[config.mk]
export PLATFORM = sky130hd
export DESIGN_NAME = ex_muldiv_flat
export DESIGN_NICKNAME = d
export VERILOG_FILES = /design/src/rtl/ex_muldiv_pkg.sv /design/src/rtl/ex_muldiv_if.sv /design/src/rtl/ex_muldiv_core.sv /design/src/rtl/ex_muldiv.sv /design/src/flat_wrapper.sv
export SDC_FILE = /design/constraint.sdc
export NUM_CORES = 1
export LEC_CHECK = 0
export CORE_MARGIN = 3
export CORE_UTILIZATION = 45
export CTS_CLUSTER_SIZE = 40
export DETAILED_ROUTE_END_ITERATION = 16
export PLACE_DENSITY = 0.7
export SYNTH_ARGS = -nofsm -noshare
export SYNTH_HDL_FRONTEND = slang
export SYNTH_SLANG_ARGS = --single-unit
[constraint.sdc]
create_clock -name clk -period 3 [get_ports clk]
set_input_delay 0.9 -clock clk [delete_from_list [all_inputs] [get_ports clk]]
set_output_delay 0.9 -clock clk [all_outputs]
set_load 0.02 [all_outputs]
[src/rtl/ex_muldiv_pkg.sv]
`default_nettype none
// =============================================================================
// Module   : ex_muldiv_pkg
// Purpose  : Shared encodings for the EX-stage multiply/divide unit: operation
//            codes, FSM state codes and the ALU-select to operation mapping
//            used by the EX decode.
// Ports    : none (package)
// Revision : 1.0 - initial release
// =============================================================================
package ex_muldiv_pkg;

  typedef enum logic [1:0] {
    MD_MULT  = 2'b00,
    MD_MULTU = 2'b01,
    MD_DIV   = 2'b10,
    MD_DIVU  = 2'b11
  } md_op_e;

  typedef enum logic [1:0] {
    ST_IDLE = 2'd0,
    ST_CALC = 2'd1,
    ST_FIX  = 2'd2,
    ST_DONE = 2'd3
  } md_state_e;

  // ALU-select codes of the mul/div group; the low two bits are the op code.
  localparam logic [3:0] c_ALU_SEL_MULT  = 4'hC;
  localparam logic [3:0] c_ALU_SEL_MULTU = 4'hD;
  localparam logic [3:0] c_ALU_SEL_DIV   = 4'hE;
  localparam logic [3:0] c_ALU_SEL_DIVU  = 4'hF;

  function automatic logic alu_sel_is_muldiv(input logic [3:0] sel);
    return sel[3:2] == 2'b11;
  endfunction

  function automatic md_op_e alu_sel_to_op(input logic [3:0] sel);
    return md_op_e'(sel[1:0]);
  endfunction

endpackage
`default_nettype wire

[src/rtl/ex_muldiv_if.sv]
`default_nettype none
// =============================================================================
// Module   : ex_muldiv_if
// Purpose  : Request/result bundle between the EX stage (master) and the
//            multiply/divide unit (slave).
// Signals  : start, op[1:0], src_a, src_b, flush, hold   (EX -> unit)
//            stall_req, busy, done, hi, lo               (unit -> EX)
// Revision : 1.0 - initial release
// =============================================================================
interface ex_muldiv_if #(
  parameter int W = 32
);
  logic         start;
  logic [1:0]   op;
  logic [W-1:0] src_a;
  logic [W-1:0] src_b;
  logic         flush;
  logic         hold;
  logic         stall_req;
  logic         busy;
  logic         done;
  logic [W-1:0] hi;
  logic [W-1:0] lo;

  modport master (
    output start, op, src_a, src_b, flush, hold,
    input  stall_req, busy, done, hi, lo
  );

  modport slave (
    input  start, op, src_a, src_b, flush, hold,
    output stall_req, busy, done, hi, lo
  );
endinterface
`default_nettype wire

[src/rtl/ex_muldiv_core.sv]
`default_nettype none
// =============================================================================
// Module   : ex_muldiv_core
// Purpose  : Iteration datapath of the mul/div unit. Unsigned shift-add
//            multiply and restoring shift-subtract divide on magnitudes,
//            one iteration per step, ITER steps per operation.
// Ports    : clk, rst (async, active-low)
//            init    - load magnitudes, clear counter
//            step    - perform one iteration
//            is_div  - select divide (1) or multiply (0) iteration
//            a_mag   - multiplier / dividend magnitude
//            b_mag   - multiplicand / divisor magnitude
//            last    - counter is at the final iteration
//            prod    - 2*ITER-bit product magnitude
//            quot    - quotient magnitude
//            rem     - remainder magnitude
// Revision : 1.0 - initial release
// =============================================================================
module ex_muldiv_core #(
  parameter int ITER = 32
) (
  input  logic              clk,
  input  logic              rst,
  input  logic              init,
  input  logic              step,
  input  logic              is_div,
  input  logic [ITER-1:0]   a_mag,
  input  logic [ITER-1:0]   b_mag,
  output logic              last,
  output logic [2*ITER-1:0] prod,
  output logic [ITER-1:0]   quot,
  output logic [ITER-1:0]   rem
);
  localparam int            CW     = (ITER > 1) ? $clog2(ITER) : 1;
  localparam logic [CW-1:0] c_LAST = CW'(ITER - 1);

  logic [CW-1:0]     r_cnt;
  logic [ITER-1:0]   r_b;
  logic [2*ITER-1:0] r_prod;   // {partial product high, unconsumed multiplier}
  logic [ITER-1:0]   r_quot;   // dividend bits shift out, quotient bits shift in
  logic [ITER:0]     r_rem;
  logic [ITER:0]     w_add;
  logic [ITER+1:0]   w_diff;
  logic              w_ge;

  assign w_add  = {1'b0, r_prod[2*ITER-1:ITER]}
                + (r_prod[0] ? {1'b0, r_b} : {(ITER+1){1'b0}});
  // Trial subtract of the divisor from the partial remainder with the next
  // dividend bit shifted in; one extra bit keeps the borrow visible.
  assign w_diff = {1'b0, r_rem[ITER-1:0], r_quot[ITER-1]} - {2'b00, r_b};
  assign w_ge   = r_rem[ITER] | ~w_diff[ITER+1];

  always_ff @(posedge clk or negedge rst) begin
    if (!rst) begin
      r_cnt  <= '0;
      r_b    <= '0;
      r_prod <= '0;
      r_quot <= '0;
      r_rem  <= '0;
    end else if (init) begin
      r_cnt  <= '0;
      r_b    <= b_mag;
      r_prod <= {{ITER{1'b0}}, a_mag};
      r_quot <= a_mag;
      r_rem  <= '0;
    end else if (step) begin
      r_cnt <= r_cnt + CW'(1);
      if (is_div) begin
        r_quot <= {r_quot[ITER-2:0], w_ge};
        r_rem  <= w_ge ? w_diff[ITER:0] : {r_rem[ITER-1:0], r_quot[ITER-1]};
      end else begin
        r_prod <= {w_add, r_prod[ITER-1:1]};
      end
    end
  end

  assign last = (r_cnt == c_LAST);
  assign prod = r_prod;
  assign quot = r_quot;
  assign rem  = r_rem[ITER-1:0];
endmodule
`default_nettype wire

[src/rtl/ex_muldiv.sv]
`default_nettype none
// =============================================================================
// Module   : ex_muldiv
// Purpose  : EX-stage iterative multiply/divide unit (MULT/MULTU/DIV/DIVU).
//            Owns the control FSM, sign handling, result fixup and the HI/LO
//            output registers; iterations run in ex_muldiv_core.
// Ports    : clk  - clock, rising edge
//            rst  - asynchronous, active-low reset
//            bus  - ex_muldiv_if.slave (start/op/src_a/src_b/flush/hold in,
//                   stall_req/busy/done/hi/lo out)
// Config   : MULDIV_FAST_MUL_EN - single-cycle multiply, skips CALC.
// Revision : 1.0 - initial release
// =============================================================================
module ex_muldiv
  import ex_muldiv_pkg::*;
#(
  parameter int ITER = 32
) (
  input  logic       clk,
  input  logic       rst,
  ex_muldiv_if.slave bus
);
  md_state_e         r_state;
  md_state_e         w_next;
  logic              w_signed;
  logic              w_accept;
  logic              w_last;
  logic              w_fast;
  logic [ITER-1:0]   w_a_mag;
  logic [ITER-1:0]   w_b_mag;
  logic [2*ITER-1:0] w_prod;
  logic [ITER-1:0]   w_quot;
  logic [ITER-1:0]   w_rem;
  logic              r_is_div;
  logic              r_neg_res;   // product / quotient must be negated
  logic              r_neg_rem;   // remainder takes the dividend sign
  logic              r_div0;
  logic [ITER-1:0]   r_hi;
  logic [ITER-1:0]   r_lo;

  assign w_signed = (bus.op == MD_MULT) || (bus.op == MD_DIV);
  assign w_a_mag  = (w_signed && bus.src_a[ITER-1]) ? -bus.src_a : bus.src_a;
  assign w_b_mag  = (w_signed && bus.src_b[ITER-1]) ? -bus.src_b : bus.src_b;
  assign w_accept = (r_state == ST_IDLE) && bus.start && !bus.flush;

`ifdef MULDIV_FAST_MUL_EN
  logic signed [2*ITER+1:0] w_fast_full;
  logic [2*ITER-1:0]        r_fast_prod;

  assign w_fast      = (bus.op == MD_MULT) || (bus.op == MD_MULTU);
  // One extension bit lets the same signed multiplier serve MULT and MULTU.
  assign w_fast_full = $signed({w_signed & bus.src_a[ITER-1], bus.src_a})
                     * $signed({w_signed & bus.src_b[ITER-1], bus.src_b});

  always_ff @(posedge clk or negedge rst) begin
    if (!rst) r_fast_prod <= '0;
    else if (w_accept) r_fast_prod <= w_fast_full[2*ITER-1:0];
  end
`else
  assign w_fast = 1'b0;
`endif

  ex_muldiv_core #(.ITER(ITER)) u_core (
    .clk    (clk),
    .rst    (rst),
    .init   (w_accept),
    .step   (r_state == ST_CALC),
    .is_div (r_is_div),
    .a_mag  (w_a_mag),
    .b_mag  (w_b_mag),
    .last   (w_last),
    .prod   (w_prod),
    .quot   (w_quot),
    .rem    (w_rem)
  );

  always_ff @(posedge clk or negedge rst) begin
    if (!rst) r_state <= ST_IDLE;
    else      r_state <= w_next;
  end

  always_comb begin
    w_next        = r_state;
    bus.stall_req = 1'b0;
    bus.busy      = 1'b0;
    bus.done      = 1'b0;
    unique case (r_state)
      ST_IDLE: if (bus.start) w_next = w_fast ? ST_FIX : ST_CALC;
      ST_CALC: if (w_last) w_next = ST_FIX;
      ST_FIX:  w_next = ST_DONE;
      ST_DONE: if (!bus.hold) w_next = ST_IDLE;
      default: w_next = ST_IDLE;
    endcase
    if (bus.flush) w_next = ST_IDLE;
    // Gated by rst so an asserted start cannot stall the pipe during reset.
    bus.stall_req = rst && (w_accept || (r_state == ST_CALC) || (r_state == ST_FIX));
    bus.busy      = (r_state != ST_IDLE);
    bus.done      = (r_state == ST_DONE);
  end

  always_ff @(posedge clk or negedge rst) begin
    if (!rst) begin
      r_is_div  <= 1'b0;
      r_neg_res <= 1'b0;
      r_neg_rem <= 1'b0;
      r_div0    <= 1'b0;
      r_hi      <= '0;
      r_lo      <= '0;
    end else begin
      if (w_accept) begin
        r_is_div  <= (bus.op == MD_DIV) || (bus.op == MD_DIVU);
        r_neg_res <= w_signed && (bus.src_a[ITER-1] ^ bus.src_b[ITER-1]);
        r_neg_rem <= w_signed && bus.src_a[ITER-1];
        r_div0    <= (bus.src_b == '0);
      end
      if ((r_state == ST_FIX) && !bus.flush) begin
        if (r_is_div) begin
          // Divide by zero yields an all-ones quotient and the raw dividend;
          // re-applying the dividend sign to |a| restores the raw value.
          r_lo <= (r_neg_res && !r_div0) ? -w_quot : w_quot;
          r_hi <= r_neg_rem ? -w_rem : w_rem;
        end else begin
`ifdef MULDIV_FAST_MUL_EN
          {r_hi, r_lo} <= r_fast_prod;
`else
          {r_hi, r_lo} <= r_neg_res ? -w_prod : w_prod;
`endif
        end
      end
    end
  end

  assign bus.hi = r_hi;
  assign bus.lo = r_lo;
endmodule
`default_nettype wire
[src/flat_wrapper.sv]
// flat-port wrapper written by rule: the top's interface ports become plain ports
module ex_muldiv_flat import ex_muldiv_pkg::*;
#(
  parameter int ITER = 32
)
  (clk, rst, bus_start, bus_op, bus_src_a, bus_src_b, bus_flush, bus_hold, bus_stall_req, bus_busy, bus_done, bus_hi, bus_lo);
  ex_muldiv_if bus_i ();
  input  logic clk;
  input  logic rst;
  input wire logic [$bits(bus_i.start)-1:0] bus_start;
  input wire logic [$bits(bus_i.op)-1:0] bus_op;
  input wire logic [$bits(bus_i.src_a)-1:0] bus_src_a;
  input wire logic [$bits(bus_i.src_b)-1:0] bus_src_b;
  input wire logic [$bits(bus_i.flush)-1:0] bus_flush;
  input wire logic [$bits(bus_i.hold)-1:0] bus_hold;
  output wire logic [$bits(bus_i.stall_req)-1:0] bus_stall_req;
  output wire logic [$bits(bus_i.busy)-1:0] bus_busy;
  output wire logic [$bits(bus_i.done)-1:0] bus_done;
  output wire logic [$bits(bus_i.hi)-1:0] bus_hi;
  output wire logic [$bits(bus_i.lo)-1:0] bus_lo;
  assign bus_i.start = bus_start;
  assign bus_i.op = bus_op;
  assign bus_i.src_a = bus_src_a;
  assign bus_i.src_b = bus_src_b;
  assign bus_i.flush = bus_flush;
  assign bus_i.hold = bus_hold;
  assign bus_stall_req = bus_i.stall_req;
  assign bus_busy = bus_i.busy;
  assign bus_done = bus_i.done;
  assign bus_hi = bus_i.hi;
  assign bus_lo = bus_i.lo;
  ex_muldiv #(.ITER(ITER)) u_core (.clk(clk), .rst(rst), .bus(bus_i));
endmodule
==> flow_metrics.tcl <==
set metrics [dict create \
    dp.final_hpwl_um 48340 \
    placed_cells 3125 \
    gp_congestion 0.9680 \
    cp-start-kind "flop" \
    routedWlPerCell_um 20.55 \
    ioPinCount 138 \
    ys_async_sr_fraction 1.000 \
    finalClockSkew_ns 0.01963 \
    start_util 0.4579 \
    ys_types 70 \
    cp_top_family "compound AO/OA/AOI/OAI gates" \
    die_h_um 204.8 \
    tightestPinTransition_ns 0.9265 \
    slowest_delay_ns 0.44 \
    cts_tree "done" \
    setup_viol 10 \
    clockBufferDepth 3 \
    pwr_density_cell_nw_per_um2 1159 \
    period_needed_ns 3.130 \
    leakage_nw 10.76 \
    synthFlopType "dfrtp_1" \
    first_pass_iters 5 \
    power.switching_mw 13.43 \
    multiInputGateArea_sq_um 12130 \
    fmax_mhz 319.5 \
    cp_common_cell "buf_6" \
    violations "negative setup slack" \
    clkPwrFrac 0.133 \
    cts-hold-fix-buffers 0 \
    worstSetupPathType "reg -> reg" \
    ys_seq_elements 236 \
    rsz0062_at_grt "yes" \
    drt-total-wl_um 66060 \
    report.final.slew_viol_count 0 \
    ys_warn_count 0 \
    drt-initial-drc-count 1601 \
    io_buffer_count 137 \
    track_usage 0.3006 \
    cts.sinks 236 \
    fin_ws_ns -0.1303 \
    finalHoldViolCount 0 \
    seq_area_sq_um 5907 \
    crit_required_ns 3.50 \
    fp.dieW_um 204.8 \
    synth-edff-count 0 \
    crit_slowest_cell "a221o_2" \
    seq_area_frac_synth 0.3322 \
    cp_data_arrival_time_ns 3.63 \
    grt_start_max_net_pins 151 \
    crit_buf_inv 4 \
    status "complete, but fails checks" \
    setup_tns_ns -0.4221 \
    layout_common_cells "buf_4, nand2_1, dfrtp_1" \
    fin_hold_ws_ns 0.4553 \
    internal_power_mw 15.14 \
    worstPathCellList "inv_2, buf_12, nor2_4, ha_4, buf_6, and3_4, a22o_1, or3_4, a221o_2, a21oi_4, buf_6, a31oi_1, mux2_2, a21oi_2" \
    pwr-share-comb 0.657 \
    cts.clk_slew.worst_paths_ns 0.07 \
    cts_buffers 29 \
    drive_gt1_frac 0.2348 \
    grt_pass1_wl_um 101800 \
    grt_pass1_vias 18896 \
    crit_fanout 6 \
    root_buffer "clkbuf_16" \
    relSlewSlack 0.3809 \
    coreArea_sq_um 38830 \
    die_area_sq_um 41930 \
    vias_per_cell 6.026 \
    worstSkewPairLatency_ns 0.58 \
    grt-ovfl-total 0 \
    netlist_area_sq_um 17780 \
    hold_path.class "in -> async" \
    stdcell_count 3214 \
    ant_nets 0 \
    diodes 0 \
    swShare 0.4700 \
    netlist_instances 2245 \
    drcViolationCount 0 \
    syn_to_final_growth_pct 38.62 \
    mostFrequentLayoutCell "buf_4" \
    ir_drop_mv 0.6106 \
    pwr-share-seq 0.210 \
    std_cell_rows 72 \
    htree_num_levels 1 \
    fillers 3272 \
    end_kind "flop" \
    antenna_found_initial 0 \
    synth_nets 2393 \
    avgSynthCellArea_sq_um 7.919 \
    final_nets 2822 \
    cap_violations 0 \
    fin_crit_sh 1.043 \
    num_vias 19367 \
]
synth_stat cells, types with 4 or more instances:
| master | instances | area [sq um] |
|---|---|---|
| o21ai_0 | 240 | 1201 |
| o41ai_1 | 24 | 210.2 |
| a41oi_1 | 5 | 43.79 |
| or2_2 | 6 | 37.54 |
| o31ai_1 | 51 | 382.9 |
| o21a_1 | 10 | 75.07 |
| nand3_1 | 62 | 310.3 |
| buf_1 | 22 | 82.58 |
| and2_1 | 9 | 56.30 |
| or4_1 | 28 | 210.2 |
| o31a_1 | 6 | 52.55 |
| nand3b_1 | 7 | 52.55 |
| mux2i_1 | 13 | 130.1 |
| a31oi_1 | 97 | 606.8 |
| nor4_1 | 17 | 106.4 |
| nor2_1 | 149 | 559.3 |
| nand4_1 | 11 | 68.82 |
| o221ai_1 | 27 | 236.5 |
| and3_1 | 23 | 143.9 |
| or4_4 | 4 | 45.04 |
| nand2_1 | 360 | 1351 |
| a211o_1 | 8 | 70.07 |
| nor3_1 | 40 | 200.2 |
| nor3b_1 | 11 | 82.58 |
| o211ai_1 | 17 | 127.6 |
| xor2_1 | 112 | 980.9 |
| xnor2_1 | 106 | 928.4 |
| nand2b_1 | 16 | 100.1 |
| clkbuf_1 | 118 | 442.9 |
| or3_1 | 27 | 168.9 |
| a2111oi_0 | 6 | 52.55 |
| inv_1 | 68 | 255.2 |
| a211oi_1 | 17 | 127.6 |
| a21oi_1 | 125 | 625.6 |
| a21o_1 | 32 | 240.2 |
| ha_1 | 75 | 938.4 |
| nor2b_1 | 13 | 81.33 |
| dfrtp_1 | 236 | 5906 |
metal layers:
metal  global-route usage  vias up  routed length, um
li1                     -     8959                  -
met1               0.3793     9330              26490
met2               0.5110      857              31380
met3              0.04036      221               4574
met4               0.1401        0               3612
met5                    0        -                  0
timing repair:
item / 4_1_cts / 5_1_grt
setup buffers: 20 / 15
gates cloned: 0 / 4
endpoints found under the setup margin: 67 / 102
gates resized for setup: 127 / 124
pin swaps: 53 / 67
power groups by stage:
| stage | Combinational [mW] | Sequential (mW) | Clock [mW] |
|---|---|---|---|
| floorplan | 9.31 | 6.18 | 0 |
| global placement | 16.5 | 5.89 | 0 |
| detailed placement | 16.9 | 5.93 | 0 |
| CTS | 17.5 | 5.92 | 3.83 |
| global route | 20.3 | 6.17 | 3.96 |
| finish | 18.8 | 6.01 | 3.80 |
cell type report:
cell class	instances	area share
multi-input cells	1801	0.4921
flip-flops and latches	236	0.2397
repair buffers	538	0.1898
clock buffers	32	0.03112
well taps	518	0.02630
clock inverters	21	0.01056
inverters	68	0.01046
cell families (layout without fill, tap and decap cells):
kind of cell	Yosys count	count (layout)	synth area share
buffers and inverters	208	659	0.04392
AO/OA/AOI/OAI	698	698	0.2458
adder cells (fa/ha/maj)	77	77	0.05504
AND/OR/NAND/NOR	794	794	0.2078
XOR/XNOR	218	218	0.1074
multiplexers	14	14	0.007952
flip-flops	236	236	0.3322
through the flow:
stage	power (mW)	setup slack (ns)	utilization	instance area [sq um]
after CTS	27.24	-0.2183	0.6145	23860
final	28.57	-0.1303	0.6347	24640
after global routing	30.41	-0.1817	0.6347	24640
after detailed placement	22.79	-1.043	0.5733	22260
after global placement	22.42	-0.9704	0.5733	22260
after floorplan	15.49	-0.4356	-	17830
sequential cells by signal, summed over array words and instances (netlist names):
signal               count
u_core.u_core.r_rem     33
u_core.u_core.r_b       32
u_core.r_div0            1
u_core.u_core.r_cnt      5
u_core.u_core.prod      64
u_core.u_core.quot      32
u_core.r_neg_rem         1
u_core.bus.lo           32
u_core.r_state           2
u_core.r_neg_res         1
u_core.r_is_div          1
u_core.bus.hi           32
worst paths after layout:
| kind | to | slack (ns) | from | cells past startpoint |
|---|---|---|---|---|
| max | u_core.u_core.prod[60] | -0.13 | u_core.u_core.prod[0] | 14 |
| min in group clk | u_core.bus.lo[15] | 0.48 | u_core.bus.lo[15] | 1 |
| max reg2reg | u_core.u_core.prod[60] | -0.13 | u_core.u_core.prod[0] | 14 |
| min | u_core.u_core.prod[41] | 0.46 | rst | 2 |
| min reg2reg | u_core.bus.lo[15] | 0.48 | u_core.bus.lo[15] | 1 |
| max in group asynchronous | u_core.bus.hi[23] | 1.25 | rst | 3 |
Note: power is estimated with default switching activity, not from simulation.
